<file path="src/rtl/scope_capture_pkg.sv">
// Shared constants, state encoding and small helpers for the logic-analyser capture block.
package scope_pkg;

    localparam logic [7:0] CMD_ARM   = 8'h61;
    localparam logic [7:0] CMD_FORCE = 8'h74;
    localparam logic [7:0] CMD_ABORT = 8'h78;
    localparam logic [7:0] HDR_BYTE  = 8'hA5;

    typedef enum logic [2:0] {
        ST_IDLE      = 3'd0,
        ST_ARMED     = 3'd1,
        ST_CAPTURE   = 3'd2,
        ST_SEND_HDR  = 3'd3,
        ST_SEND_DATA = 3'd4,
        ST_TX_WAIT   = 3'd5
    } state_t;

    function automatic int addr_width(input int depth);
        return (depth > 1) ? $clog2(depth) : 1;
    endfunction

    // Header byte idx: 0 = sync byte, 1/2 = byte count low/high.
    function automatic logic [7:0] hdr_byte(input logic [1:0] idx, input logic [15:0] nbytes);
        case (idx)
            2'd0:    return HDR_BYTE;
            2'd1:    return nbytes[7:0];
            default: return nbytes[15:8];
        endcase
    endfunction

endpackage

</file>
<file path="src/rtl/scope_capture_if.sv">
// Serial-link side of the capture block: command bytes in, response bytes out.
interface scope_capture_if;
    logic [7:0] rx_data;
    logic       new_rx_data;
    logic [7:0] tx_data;
    logic       new_tx_data;
    logic       tx_busy;

    modport master (output rx_data, new_rx_data, tx_busy, input tx_data, new_tx_data);
    modport slave  (input rx_data, new_rx_data, tx_busy, output tx_data, new_tx_data);
endinterface

</file>
<file path="src/rtl/scope_capture_sample_ram.sv">
// Single-port synchronous byte RAM holding packed samples; read data appears one cycle after the address.
module sample_ram #(
    parameter int DEPTH = 128,
    parameter int AW    = 7
) (
    input  logic          clk,
    input  logic          i_we,
    input  logic [AW-1:0] i_addr,
    input  logic [7:0]    i_wdata,
    output logic [7:0]    o_rdata
);
    logic [7:0] r_mem [DEPTH];

    always_ff @(posedge clk) begin
        if (i_we) begin
            r_mem[i_addr] <= i_wdata;
        end
        o_rdata <= r_mem[i_addr];
    end
endmodule

</file>
<file path="src/rtl/scope_capture.sv">
// One-bit logic-analyser: arm/force over the serial link, capture NUM_SAMPLES pin samples, stream them back.
//   state     | meaning
//   IDLE      | waiting for 'a' (arm) or 't' (forced trigger)
//   ARMED     | waiting for a rising edge on the synchronized pin
//   CAPTURE   | sampling every SAMPLE_DIV cycles, packing 8 samples per RAM byte
//   SEND_HDR  | sending 0xA5 and the byte count (low, high)
//   SEND_DATA | waiting on RAM read latency, then sending the addressed byte
//   TX_WAIT   | one cycle after each strobe before tx_busy is looked at again
module scope_capture
    import scope_pkg::*;
#(
    parameter int SAMPLE_DIV  = 4,
    parameter int NUM_SAMPLES = 1024
) (
    input  logic            clk,
    input  logic            rst_n,
    input  logic            input_pin,
    output logic            busy,
    scope_capture_if.slave  bus
);
    localparam int          NUM_BYTES  = NUM_SAMPLES / 8;
    localparam int          AW         = addr_width(NUM_BYTES);
    localparam logic [7:0]  DIV_RELOAD = 8'(SAMPLE_DIV - 1);
    localparam logic [12:0] LAST_SAMP  = 13'(NUM_SAMPLES - 1);
    localparam logic [15:0] NBYTES16   = 16'(NUM_BYTES);
    localparam logic [15:0] TX_TOTAL   = 16'(NUM_BYTES + 3);

    state_t        r_state;
    logic          r_sync1, r_sync2, r_pin_prev;
    logic          r_busy;
    logic [7:0]    r_tx_data;
    logic          r_tx_strobe;
    logic [7:0]    r_div_cnt;
    logic [12:0]   r_samp_cnt;
    logic [7:0]    r_shift;
    logic [AW-1:0] r_wr_addr;
    logic [AW-1:0] r_ram_addr;
    logic          r_ram_we;
    logic [7:0]    r_ram_wdata;
    logic [15:0]   r_tx_cnt;
    logic          r_rd_valid;

    logic          w_abort;
    logic          w_rise;
    logic [7:0]    w_shift_next;
    logic [7:0]    w_ram_rdata;

    assign w_abort      = bus.new_rx_data && (bus.rx_data == CMD_ABORT);
    assign w_rise       = r_sync2 && !r_pin_prev;
    assign w_shift_next = {r_sync2, r_shift[7:1]};

    assign bus.tx_data     = r_tx_data;
    assign bus.new_tx_data = r_tx_strobe;
    assign busy            = r_busy;

    sample_ram #(.DEPTH(NUM_BYTES), .AW(AW)) u_ram (
        .clk     (clk),
        .i_we    (r_ram_we),
        .i_addr  (r_ram_addr),
        .i_wdata (r_ram_wdata),
        .o_rdata (w_ram_rdata)
    );

    always_ff @(posedge clk) begin
        if (!rst_n) begin
            r_state     <= ST_IDLE;
            r_sync1     <= 1'b0;
            r_sync2     <= 1'b0;
            r_pin_prev  <= 1'b0;
            r_busy      <= 1'b0;
            r_tx_data   <= 8'h00;
            r_tx_strobe <= 1'b0;
            r_div_cnt   <= 8'd0;
            r_samp_cnt  <= 13'd0;
            r_shift     <= 8'h00;
            r_wr_addr   <= '0;
            r_ram_addr  <= '0;
            r_ram_we    <= 1'b0;
            r_ram_wdata <= 8'h00;
            r_tx_cnt    <= 16'd0;
            r_rd_valid  <= 1'b0;
        end else begin
            r_sync1     <= input_pin;
            r_sync2     <= r_sync1;
            r_pin_prev  <= r_sync2;
            r_tx_strobe <= 1'b0;
            r_ram_we    <= 1'b0;

            if (w_abort) begin
                r_state <= ST_IDLE;
                r_busy  <= 1'b0;
            end else begin
                case (r_state)
                    ST_IDLE: begin
                        if (bus.new_rx_data && bus.rx_data == CMD_ARM) begin
                            r_state <= ST_ARMED;
                            r_busy  <= 1'b1;
                        end else if (bus.new_rx_data && bus.rx_data == CMD_FORCE) begin
                            r_state    <= ST_CAPTURE;
                            r_busy     <= 1'b1;
                            r_div_cnt  <= 8'd0;
                            r_samp_cnt <= 13'd0;
                            r_wr_addr  <= '0;
                        end
                    end
                    ST_ARMED: begin
                        // The trigger-cycle pin value is sample 0, so capture starts one sample in.
                        if (w_rise) begin
                            r_state    <= ST_CAPTURE;
                            r_shift    <= w_shift_next;
                            r_samp_cnt <= 13'd1;
                            r_div_cnt  <= DIV_RELOAD;
                            r_wr_addr  <= '0;
                        end
                    end
                    ST_CAPTURE: begin
                        if (r_div_cnt != 8'd0) begin
                            r_div_cnt <= r_div_cnt - 8'd1;
                        end else begin
                            r_div_cnt  <= DIV_RELOAD;
                            r_shift    <= w_shift_next;
                            r_samp_cnt <= r_samp_cnt + 13'd1;
                            if (r_samp_cnt[2:0] == 3'd7) begin
                                r_ram_we    <= 1'b1;
                                r_ram_addr  <= r_wr_addr;
                                r_ram_wdata <= w_shift_next;
                                r_wr_addr   <= r_wr_addr + 1'b1;
                            end
                            if (r_samp_cnt == LAST_SAMP) begin
                                r_state  <= ST_SEND_HDR;
                                r_tx_cnt <= 16'd0;
                            end
                        end
                    end
                    ST_SEND_HDR: begin
                        if (!bus.tx_busy) begin
                            r_tx_data   <= hdr_byte(r_tx_cnt[1:0], NBYTES16);
                            r_tx_strobe <= 1'b1;
                            r_tx_cnt    <= r_tx_cnt + 16'd1;
                            r_state     <= ST_TX_WAIT;
                        end
                    end
                    ST_SEND_DATA: begin
                        // First cycle here only lets the RAM present the addressed byte.
                        if (!r_rd_valid) begin
                            r_rd_valid <= 1'b1;
                        end else if (!bus.tx_busy) begin
                            r_tx_data   <= w_ram_rdata;
                            r_tx_strobe <= 1'b1;
                            r_tx_cnt    <= r_tx_cnt + 16'd1;
                            r_state     <= ST_TX_WAIT;
                        end
                    end
                    ST_TX_WAIT: begin
                        r_rd_valid <= 1'b0;
                        if (r_tx_cnt < 16'd3) begin
                            r_state <= ST_SEND_HDR;
                        end else if (r_tx_cnt < TX_TOTAL) begin
                            r_state    <= ST_SEND_DATA;
                            r_ram_addr <= AW'(r_tx_cnt - 16'd3);
                        end else begin
                            r_state <= ST_IDLE;
                            r_busy  <= 1'b0;
                        end
                    end
                    default: begin
                        r_state <= ST_IDLE;
                        r_busy  <= 1'b0;
                    end
                endcase
            end
        end
    end
endmodule

</file>
<file path="src/flat_wrapper.sv">
// flat-port wrapper written by rule: the top's interface ports become plain ports
module scope_capture_flat import scope_pkg::*;
#(
    parameter int SAMPLE_DIV  = 4,
    parameter int NUM_SAMPLES = 1024
)
  (clk, rst_n, input_pin, busy, bus_rx_data, bus_new_rx_data, bus_tx_busy, bus_tx_data, bus_new_tx_data);
  scope_capture_if bus_i ();
  input  logic clk;
  input  logic rst_n;
  input  logic input_pin;
  output logic busy;
  input wire logic [$bits(bus_i.rx_data)-1:0] bus_rx_data;
  input wire logic [$bits(bus_i.new_rx_data)-1:0] bus_new_rx_data;
  input wire logic [$bits(bus_i.tx_busy)-1:0] bus_tx_busy;
  output wire logic [$bits(bus_i.tx_data)-1:0] bus_tx_data;
  output wire logic [$bits(bus_i.new_tx_data)-1:0] bus_new_tx_data;
  assign bus_i.rx_data = bus_rx_data;
  assign bus_i.new_rx_data = bus_new_rx_data;
  assign bus_i.tx_busy = bus_tx_busy;
  assign bus_tx_data = bus_i.tx_data;
  assign bus_new_tx_data = bus_i.new_tx_data;
  scope_capture #(.SAMPLE_DIV(SAMPLE_DIV), .NUM_SAMPLES(NUM_SAMPLES)) u_core (.clk(clk), .rst_n(rst_n), .input_pin(input_pin), .busy(busy), .bus(bus_i));
endmodule
</file>
<file path="config.mk">
export PLATFORM = sky130hd
export DESIGN_NAME = scope_capture_flat
export DESIGN_NICKNAME = d
export VERILOG_FILES = /design/src/rtl/scope_capture_pkg.sv /design/src/rtl/scope_capture_if.sv /design/src/rtl/scope_capture_sample_ram.sv /design/src/rtl/scope_capture.sv /design/src/flat_wrapper.sv
export SDC_FILE = /design/constraint.sdc
export NUM_CORES = 1
export LEC_CHECK = 0
export CORE_MARGIN = 3
export CORE_UTILIZATION = 30
export CTS_BUF_LIST = sky130_fd_sc_hd__clkbuf_16
export CTS_CLUSTER_SIZE = 28
export DETAILED_ROUTE_END_ITERATION = 8
export PLACE_DENSITY = 0.46
export SLEW_MARGIN = 20
export SYNTH_ARGS = -nofsm -noshare
export SYNTH_HDL_FRONTEND = slang
export SYNTH_SLANG_ARGS = --single-unit
</file>
<file path="constraint.sdc">
create_clock -name clk -period 3.65 [get_ports clk]
set_clock_uncertainty 0.15 [all_clocks]
set_input_delay 0.365 -clock clk [delete_from_list [all_inputs] [get_ports clk]]
set_output_delay 0.365 -clock clk [all_outputs]
set_load 0.02 [all_outputs]
</file>
**Word level (Yosys, flattened, before mapping)**

Memories as Yosys holds them, arrays and structs flattened. A register that Yosys moved wholly into a read port is not among the register bits.
Index checks and enable logic that the tools add are counted.

- Flip-flop bits (word level): 85
- Word-level logic and storage cells: 137
- Bits in writable memories: 1,024
- Input bits: 13
- Memories kept: 1
- Output and inout bits: 10

- Equal/unequal tests: 24
- $lt $le $gt $ge: 2
- Bitwise gates (word level): 5
- Reduce and logical (&&, ||, !) cells: 28
- $add $sub $neg: 5
- Multiplexer cells: 56

Memory list:

| memory | words | width | rd ports | clocked after Yosys merged registers in | write ports | line | source |
|---|---|---|---|---|---|---|---|
| u_core.u_ram.r_mem | 128 | 8 | 1 | 1 | 1 | scope_capture_sample_ram.sv:12 | `logic [7:0] r_mem [DEPTH];` |

Operator list:

| kind | count |
|---|---|
| 8-bit 2-to-1 mux | 9 |
| 16-bit 2-to-1 mux | 4 |
| 7-bit 2-to-1 mux | 9 |
| 13-bit 2-to-1 mux | 4 |
| 16-bit case mux with 3 select lines | 1 |
| 8-bit case mux with 2 select lines | 3 |
| 13-bit case mux with 3 select lines | 1 |
| 3-bit 2-to-1 mux | 9 |
| 8-bit by 7-bit equality test with 1-bit output, second input constant | 3 |
| 8-bit case mux with 3 select lines | 1 |
| 7-bit case mux with 3 select lines | 1 |
| 5-bit AND reduction | 4 |
| 3-bit case mux with 6 select lines | 1 |
| 16-bit by 1-bit adder with 16-bit output, second input constant | 1 |
| 16-bit by 2-bit less-than comparator with 1-bit output, second input constant | 1 |
| 16-bit by 8-bit less-than comparator with 1-bit output, second input constant | 1 |
| 7-bit case mux with 2 select lines | 1 |
| 13-bit by 1-bit adder with 13-bit output, second input constant | 1 |
| 13-bit by 10-bit equality test with 1-bit output, second input constant | 1 |
| 2-bit by 1-bit != test with 1-bit output, second input constant | 6 |
| 2-bit != test, second input constant | 6 |
| 4-bit AND reduction | 3 |
| 6-bit AND reduction | 2 |
| 3-bit equality test, second input constant | 3 |
| 22 further kinds | 44 |

**Longest topological paths before layout**

Gate-level depths: netlist (run 1).

- Word-level depth: 5
- Depth in mapped cells: 11
- Depth with buffers taken out: 7

**By module**

A second synthesis (run 1) with hierarchy kept.

- Cells, all modules: 3,022
- Area, all modules: 44,848.0 sq um

By module, submodules not included:

| module | times used | cells each | area an instance (sq um) | seq. area each (sq um) |
|---|---|---|---|---|
| sample_ram | 1 | 2,475 | 40,433.8 | 30,909.6 |
| scope_capture | 1 | 547 | 4,414.2 | 1,681.6 |

**Least setup slack after synthesis (run 1)**

No wires, ideal clock.

- Path type: reg2reg
- From: reg u_core.r_ram_addr[2]
- To: mem u_core.u_ram.r_mem[54][0], enable pin
- Setup time: 370 ps
- Slack: 957 ps
- Required time: 3,130 ps
- Stages on the path, launching flop included: 10
- Arrival time: 2,173 ps
- Cell sequence: dfxtp_1 > buf_6 > buf_6 > buf_4 > buf_2 > buf_4 > buf_2 > nand3_1 > buf_2 > nor2_1

RTL lines:

| element | line | source |
|---|---|---|
| start: declaration | scope_capture.sv:37 | `logic [AW-1:0] r_ram_addr;` |
| start signal: assignment | scope_capture.sv:125 | `r_ram_addr <= r_wr_addr;` |
| start signal: assignment | scope_capture.sv:160 | `r_ram_addr <= AW'(r_tx_cnt - 16'd3);` |
| end: declaration | scope_capture_sample_ram.sv:12 |  |

Straight into the memory's write port.

==> results of run 1 <==
## cell families after synthesis
logic type,after synthesis,share of synthesized area [%]
DFF,1116,72.75
and+or+nand+nor,564,6.063
AOI/OAI and AO/OA,518,8.993
muxes,276,8.778
buffers and inverters,204,2.472
xor gates and xnor gates,37,0.7233
adders and majority gates,8,0.2234
## power by group
group / internal [mW] / switching (mW) / total [mW] / leakage (nW)
Combinational: 0.131 / 0.226 / 0.356 / 4.79
Sequential: 13.8 / 0.0463 / 13.8 / 9.96
Clock: 6.67 / 4.99 / 11.7 / 1.95
## stage by stage
step | hold slack [ps] | setup slack [ps] | total power [mW] | instance area (sq um) | util, %
floorplan | 261.9 | 956.5 | 14.31 | 44800 | -
global placement | 281.3 | 65.69 | 14.43 | 49190 | 33.23
detailed placement | 272.3 | 156.0 | 14.43 | 49190 | 33.23
CTS | 37.75 | 117.7 | 26.07 | 52930 | 35.76
global route | 63.56 | 106.2 | 26.61 | 52950 | 35.77
finish | 99.29 | 93.74 | 25.83 | 52960 | 35.78
## final timing paths
check                                    startpoint                              end  slack, ps  cells after the start
setup / recovery  u_core.r_ram_addr[1]$_SDFFE_PN0P_  u_core.u_ram.o_rdata[1]$_DFF_P_         90                      7
hold / removal                            input_pin        u_core.r_sync1$_SDFF_PN0_        100                      2
setup reg to reg  u_core.r_ram_addr[1]$_SDFFE_PN0P_  u_core.u_ram.o_rdata[1]$_DFF_P_         90                      7
hold reg to reg           u_core.r_sync1$_SDFF_PN0_        u_core.r_sync2$_SDFF_PN0_        290                      1
## per-layer routing
layer,vias to the layer above,wire length (microns),GRT usage (%)
met5,-,13,0
met4,2,4018,5.521
li1,11520,-,-
met3,212,10710,3.471
met1,14260,63710,26.32
met2,1101,68000,30.09
## sequential cells by signal (all words and copies together) (netlist names)
signal and flops:
u_core.r_ram_addr 7, u_core.r_div_cnt 8, u_core.r_wr_addr 7, u_core.r_ram_we 1, u_core.bus.tx_data 8, u_core.u_ram.r_mem 1024
u_core.r_pin_prev 1, u_core.r_rd_valid 1, u_core.bus.new_tx_data 1, u_core.busy 1, u_core.r_tx_cnt 16, u_core.u_ram.o_rdata 8
u_core.r_sync2 1, u_core.r_state 3, u_core.r_samp_cnt 13, u_core.r_sync1 1, u_core.r_ram_wdata 8, u_core.r_shift 7
## final cells by class
type,count,area (sq um)
fillers,13810,95060
clock buffers,121,3028
inverters,22,83.83
clock inverters,96,716.9
diodes,2,5.005
repair buffers,335,2899
flip-flops and latches,1116,32630
multi-input cells,1403,11180
well taps,1930,2415
## synth_stat cells, drive strengths merged, types with 15 or more instances
cell,n
edfxtp,1024
nor2,241
a221oi,141
buf,118
nand2,107
mux2i,106
dfxtp,92
mux2,85
mux4,85
o21ai,67
clkbuf,64
nand3,48
a21oi,47
a22oi,44
nor2b,32
o22ai,32
xnor2,25
nor3,24
inv,22
nor4,19
o2bb2ai,18
a221o,17
and2,16
and3,16
nand4,15
## critical path, stage by stage (launching register included)
cell	delay, ps
dfxtp_4	510
buf_12	270
nor2b_4	880
a22oi_1	210
o221ai_1	220
o21ai_0	260
a221oi_1	740
or4b_1	200
## what timing repair did
| action | 4_1_cts | 5_1_grt |
|---|---|---|
| endpoints found under the hold margin | 0 | 0 |
| endpoints found under the setup margin | 0 | 1 |
| resized for setup | 0 | 1 |
| hold buffers | 0 | 0 |
==> summary.md, run 1 <==
| Metric | Value |
|---|---|
| Antenna Nets Post-Route | 0 |
| IO Count | 23 |
| Global-route wire length before repair | 208700 microns |
| EDFF count, synth | 1024 |
| Leak | 16.70 nW |
| GRT Total Usage | 18.89% |
| Slew Viols, Final | 0 |
| Most frequent cells in the layout | 1024 x edfxtp_1, 286 x buf_4, 238 x nor2_1 |
| Via Count | 27090 |
| Synth cell types | 92 |
| Critical path class | flop to flop |
| Run status | completed |
| 1st-iter DRT viols | 2881 |
| Startpoint Class | flop |
| Initial antenna violation count | 4 |
| Placeable Area | 148000 sq um |
| Synth top area share | 68.64% |
| Remaining routing DRC violations | 0 |
| Pwr dens | 487.8 nW/um^2 |
| FMAX | 281.2 MHz |
| H-tree depth | 3 |
| Drt via density | 5.392 |
| Setup TNS | 0 ps |
| Crit. End Element | flop |
| Sequential share of the synthesized area | 72.75% |
| Relative slew slack | 22.84% |
| Postcts setup bufs | 0 |
| Critical Path Fanout Max | 24 |
| Post-Place Cells | 4805 |
| Tmin final | 3556 ps |
| Largest net degree at the start of global routing | 80 |
| Max clock buf depth | 3 |
| Final cycle utilization of the critical path | 97.43% |
| I/O Buffers | 22 |
| Top cells by area, synth | edfxtp_1 69%, mux4_2 4.3%, dfxtp_1 4.1%, a221oi_1 2.7%, mux2i_1 2.4% |
| Number of global-route vias before repair | 27360 |
| Worst Path Required | 4160 ps |
| Max rail drop VDD | 0.0003562 V |
| Gr ovfl total | 0 |
| Reg clk slew, reported paths | 60 ps |
| Proportion of layout cells with a drive suffix above 1 | 22.44% |
| Inserted Clock Buffers | 118 |
| Cells after Synth | 2723 |
| Final Hold Fails | 0 |
| Die area | 154000 sq um |
| Yosys warns | 0 |
| Wire length per cell | 29.14 microns |
| GP Congestion | 0.8815 |
| Die Ht | 392.4 microns |
| Ys async rst share | 0% |
| Routed wire length | 146500 microns |
| CTS root buf | clkbuf_16 |
| Synthesized net count | 2744 |
| Cell accounting for the most synthesized area | edfxtp_1 |
| Clock latency at the later pin of the worst-skew pair | 720 ps |
| Final #Nets | 3017 |
| DP HPWL | 94580 microns |
| Final setup vio count | 0 |
| Layout area overhead | 18.21% |
| #FFs+latches synth | 1116 |
| Most used DFF post-synth | edfxtp_1 |
| Row count | 141 |
| Hold WC Path Type | primary input to flop |
| Drt first pass iters | 6 |
| CTS Sinks | 1116 |
| CP arrival | 4070 ps |
| Layout Cells excl Fill | 5025 |
| RSZ-0062 raised after global routing | false |
| Mean Syn Cell Area | 16.45 sq um |
| Commonest non-fill, non-tap cell in the layout | edfxtp_1 |
| CTS tree | yes |
| DIE WIDTH | 392.4 microns |
| Worst-Margin Slew | 1156 ps |
| Max_cap viols | 0 |
| Cell Area, Synth | 44800 sq um |
| Initial Util | 30.27% |
Note: power is estimated with default switching activity, not from simulation.
==> run 2, diff against run 1 <==
--- a/config.mk
+++ b/config.mk
@@ -8,9 +8,9 @@
 export CORE_MARGIN = 3
 export CORE_UTILIZATION = 30
 export CTS_BUF_LIST = sky130_fd_sc_hd__clkbuf_16
-export CTS_CLUSTER_SIZE = 28
+export CTS_CLUSTER_SIZE = 25
 export DETAILED_ROUTE_END_ITERATION = 8
-export PLACE_DENSITY = 0.46
+export PLACE_DENSITY = 0.45
 export SLEW_MARGIN = 20
 export SYNTH_ARGS = -nofsm -noshare
 export SYNTH_HDL_FRONTEND = slang
==> run 2 against run 1 <==
Against the previous run: clock power is 3% lower; critical path depth is 1 higher; sequential share of layout area hardly changed; critical endpoint is now u_core.u_ram.o_rdata[0]$_DFF_P_; largest power group unchanged; highest routed layer is now met4.
==> summary.md, run 2 (same netlist as run 1, synthesis figures left out) <==
| Metric | Value |
|---|---|
| Run status | completed |
| Cell area after placement | 49360 sq um (+0.35%) |
| Hold WC Path Type | primary input to flop |
| Worst Path Required | 4100 ps (-60 ps) |
| CTS tree | yes |
| Critical Path Fanout Max | 32 (+33%) |
| Final setup margin | 179.1 ps (+85.39 ps) |
| Row count | 141 (unchanged) |
| Proportion of layout cells with a drive suffix above 1 | 22.24% (-0.20 points) |
| Remaining routing DRC violations | 0 (unchanged) |
| # fillers | 13910 (+0.68%) |
| DIE WIDTH | 392.4 microns (unchanged) |
| Largest net degree at the start of global routing | 77 (-3.8%) |
| Clock latency at the later pin of the worst-skew pair | 740 ps (+20 ps) |
| CTS Sinks | 1116 (unchanged) |
| Number of global-route vias before repair | 26970 (-1.4%) |
| Largest register FFs | 1024 (unchanged) |
| Reg with most FFs | u_core.u_ram.r_mem |
| Biggest registers after layout | u_core.u_ram.r_mem x1024, u_core.r_tx_cnt x16, u_core.r_samp_cnt x13 |
| Final Hold Fails | 0 (unchanged) |
| CTS root buf | clkbuf_16 |
| Slew Viols, Final | 0 (unchanged) |
| Initial Util | 30.27% (unchanged) |
| Critical path class | flop to flop |
| Global-route wire length before repair | 208300 microns (-0.19%) |
| GRT Total Usage | 18.85% (-0.041 points) |
| Final #Nets | 3035 (+0.60%) |
| Relative slew slack | 33.05% (+10 points) |
| Crit. End Element | flop |
| Max rail drop VDD | 0.0003915 V (+9.9%) |
| DP HPWL | 96400 microns (+1.9%) |
| Die area | 154000 sq um (unchanged) |
| Commonest non-fill, non-tap cell in the layout | edfxtp_1 |
| Final cycle utilization of the critical path | 95.09% (-2.3 points) |
| Drt first pass iters | 5 (-1) |
| Antenna Nets Post-Route | 0 (unchanged) |
| Reg clk slew, reported paths | 60 ps (about the same) |
| FMAX | 288.1 MHz (+2.5%) |
| CP arrival | 3920 ps (-150 ps) |
| RSZ-0062 raised after global routing | false |
| Max_cap viols | 0 (unchanged) |
| Initial antenna violation count | 7 (+3) |
| Inserted Clock Buffers | 117 (-0.85%) |
| Layout area overhead | 18.28% (about the same) |
| Wire length per cell | 29.24 microns (+0.33%) |
| GP Congestion | 0.8514 (-3.4%) |
| H-tree depth | 3 (unchanged) |
| Worst-Margin Slew | 1004 ps (-151.9 ps) |
| Max clock buf depth | 3 (unchanged) |
| Pwr dens | 481.1 nW/um^2 (-1.4%) |
| Tmin final | 3471 ps (-85.39 ps) |
| Post-cts hold buffer count | 0 (unchanged) |
| Final setup vio count | 0 (unchanged) |
| 1st-iter DRT viols | 2862 (-0.66%) |
| Startpoint Class | flop |
| Drt via density | 5.383 (-0.16%) |
| Die Ht | 392.4 microns (unchanged) |
| Most frequent cells in the layout | 1024 x edfxtp_1, 302 x buf_4, 238 x nor2_1 |
| Placeable Area | 148000 sq um (unchanged) |
| Via Count | 27120 (+0.096%) |
| Finished Cell Area | 52990 sq um (about the same) |
| Routed wire length | 147300 microns (+0.59%) |
| Gr ovfl total | 0 (unchanged) |
| Pre-CTS WS | -83.45 ps (-239.4 ps) |
| IO Count | 23 (unchanged) |
| I/O Buffers | 22 (unchanged) |
| Leak | 16.75 nW (+0.29%) |
run 2: cell count changes in the layout (fill, tap and decap cells not counted), moves of 2 or more:
cell | previous run | this run
buf_12 | 26 | 30
buf_4 | 286 | 302
bufinv_16 | 10 | 7
clkinv_1 | 16 | 23
clkinv_2 | 27 | 21
clkinvlp_4 | 7 | 2
inv_1 | 43 | 51
inv_2 | 8 | 5
inv_6 | 5 | 3
run 2: cell type report:
class | instances | area, sq um | share of cell area (%)
Clock inverter | 92 | 594.3 | 1.122
Timing Repair Buffer | 354 | 3088 | 5.827
Tap cell | 1930 | 2415 | 4.557
Clock buffer | 120 | 3003 | 5.667
Sequential cell | 1116 | 32630 | 61.58
Multi-Input combinational cell | 1403 | 11170 | 21.08
Antenna cell | 1 | 2.502 | 0.004722
Inverter | 22 | 83.83 | 0.1582
run 2: metrics by stage:
stage	util (%)	instances	setup TNS, ps	hold slack [ps]	power [mW]
global placement	33.35	4823	-131.0	279.3	14.43
CTS	35.78	5035	0	31.47	25.76
detailed placement	33.35	4823	-83.45	273.4	14.44
finish	35.80	5038	0	96.50	25.49
floorplan	-	2723	0	261.9	14.31
global route	35.80	5037	0	63.33	26.30
run 2: metal layers:
metal	vias to the layer above	GRT usage, %	wire [microns]
li1	11530	-	-
met1	14360	26.95	65790
met2	1036	29.80	68420
met4	0	4.785	3695
met3	192	3.151	9411
met5	-	0	0
run 2: path summary, 6_finish.rpt:
check,end,startpoint,cells after the start,slack (ps)
setup / recovery,u_core.u_ram.o_rdata[0]$_DFF_P_,u_core.r_ram_addr[2]$_SDFFE_PN0P_,8,180
hold / removal,u_core.r_sync1$_SDFF_PN0_,input_pin,2,100
setup reg to reg,u_core.u_ram.o_rdata[0]$_DFF_P_,u_core.r_ram_addr[2]$_SDFFE_PN0P_,8,180
hold reg to reg,u_core.r_sync2$_SDFF_PN0_,u_core.r_sync1$_SDFF_PN0_,1,290
run 2: worst max-delay path: stages, from the launching register on:
cell       delay, ps
dfxtp_4          740
buf_12           300
buf_4            230
mux4_2           340
o21ai_0          400
a21oi_1          250
a2111oi_1        560
buf_4            220
nand4_1           80
run 2: power breakdown:
group | internal (mW) | switching, mW
Sequential | 13.8 | 0.0426
Clock | 6.38 | 4.94
Combinational | 0.133 | 0.237
Total | 20.3 | 5.21
run 2: timing repair:
| action | CTS | global route |
|---|---|---|
| setup endpoints to repair | 1 | 1 |
| gates resized for setup | 1 | 0 |
| setup buffers | 0 | 1 |
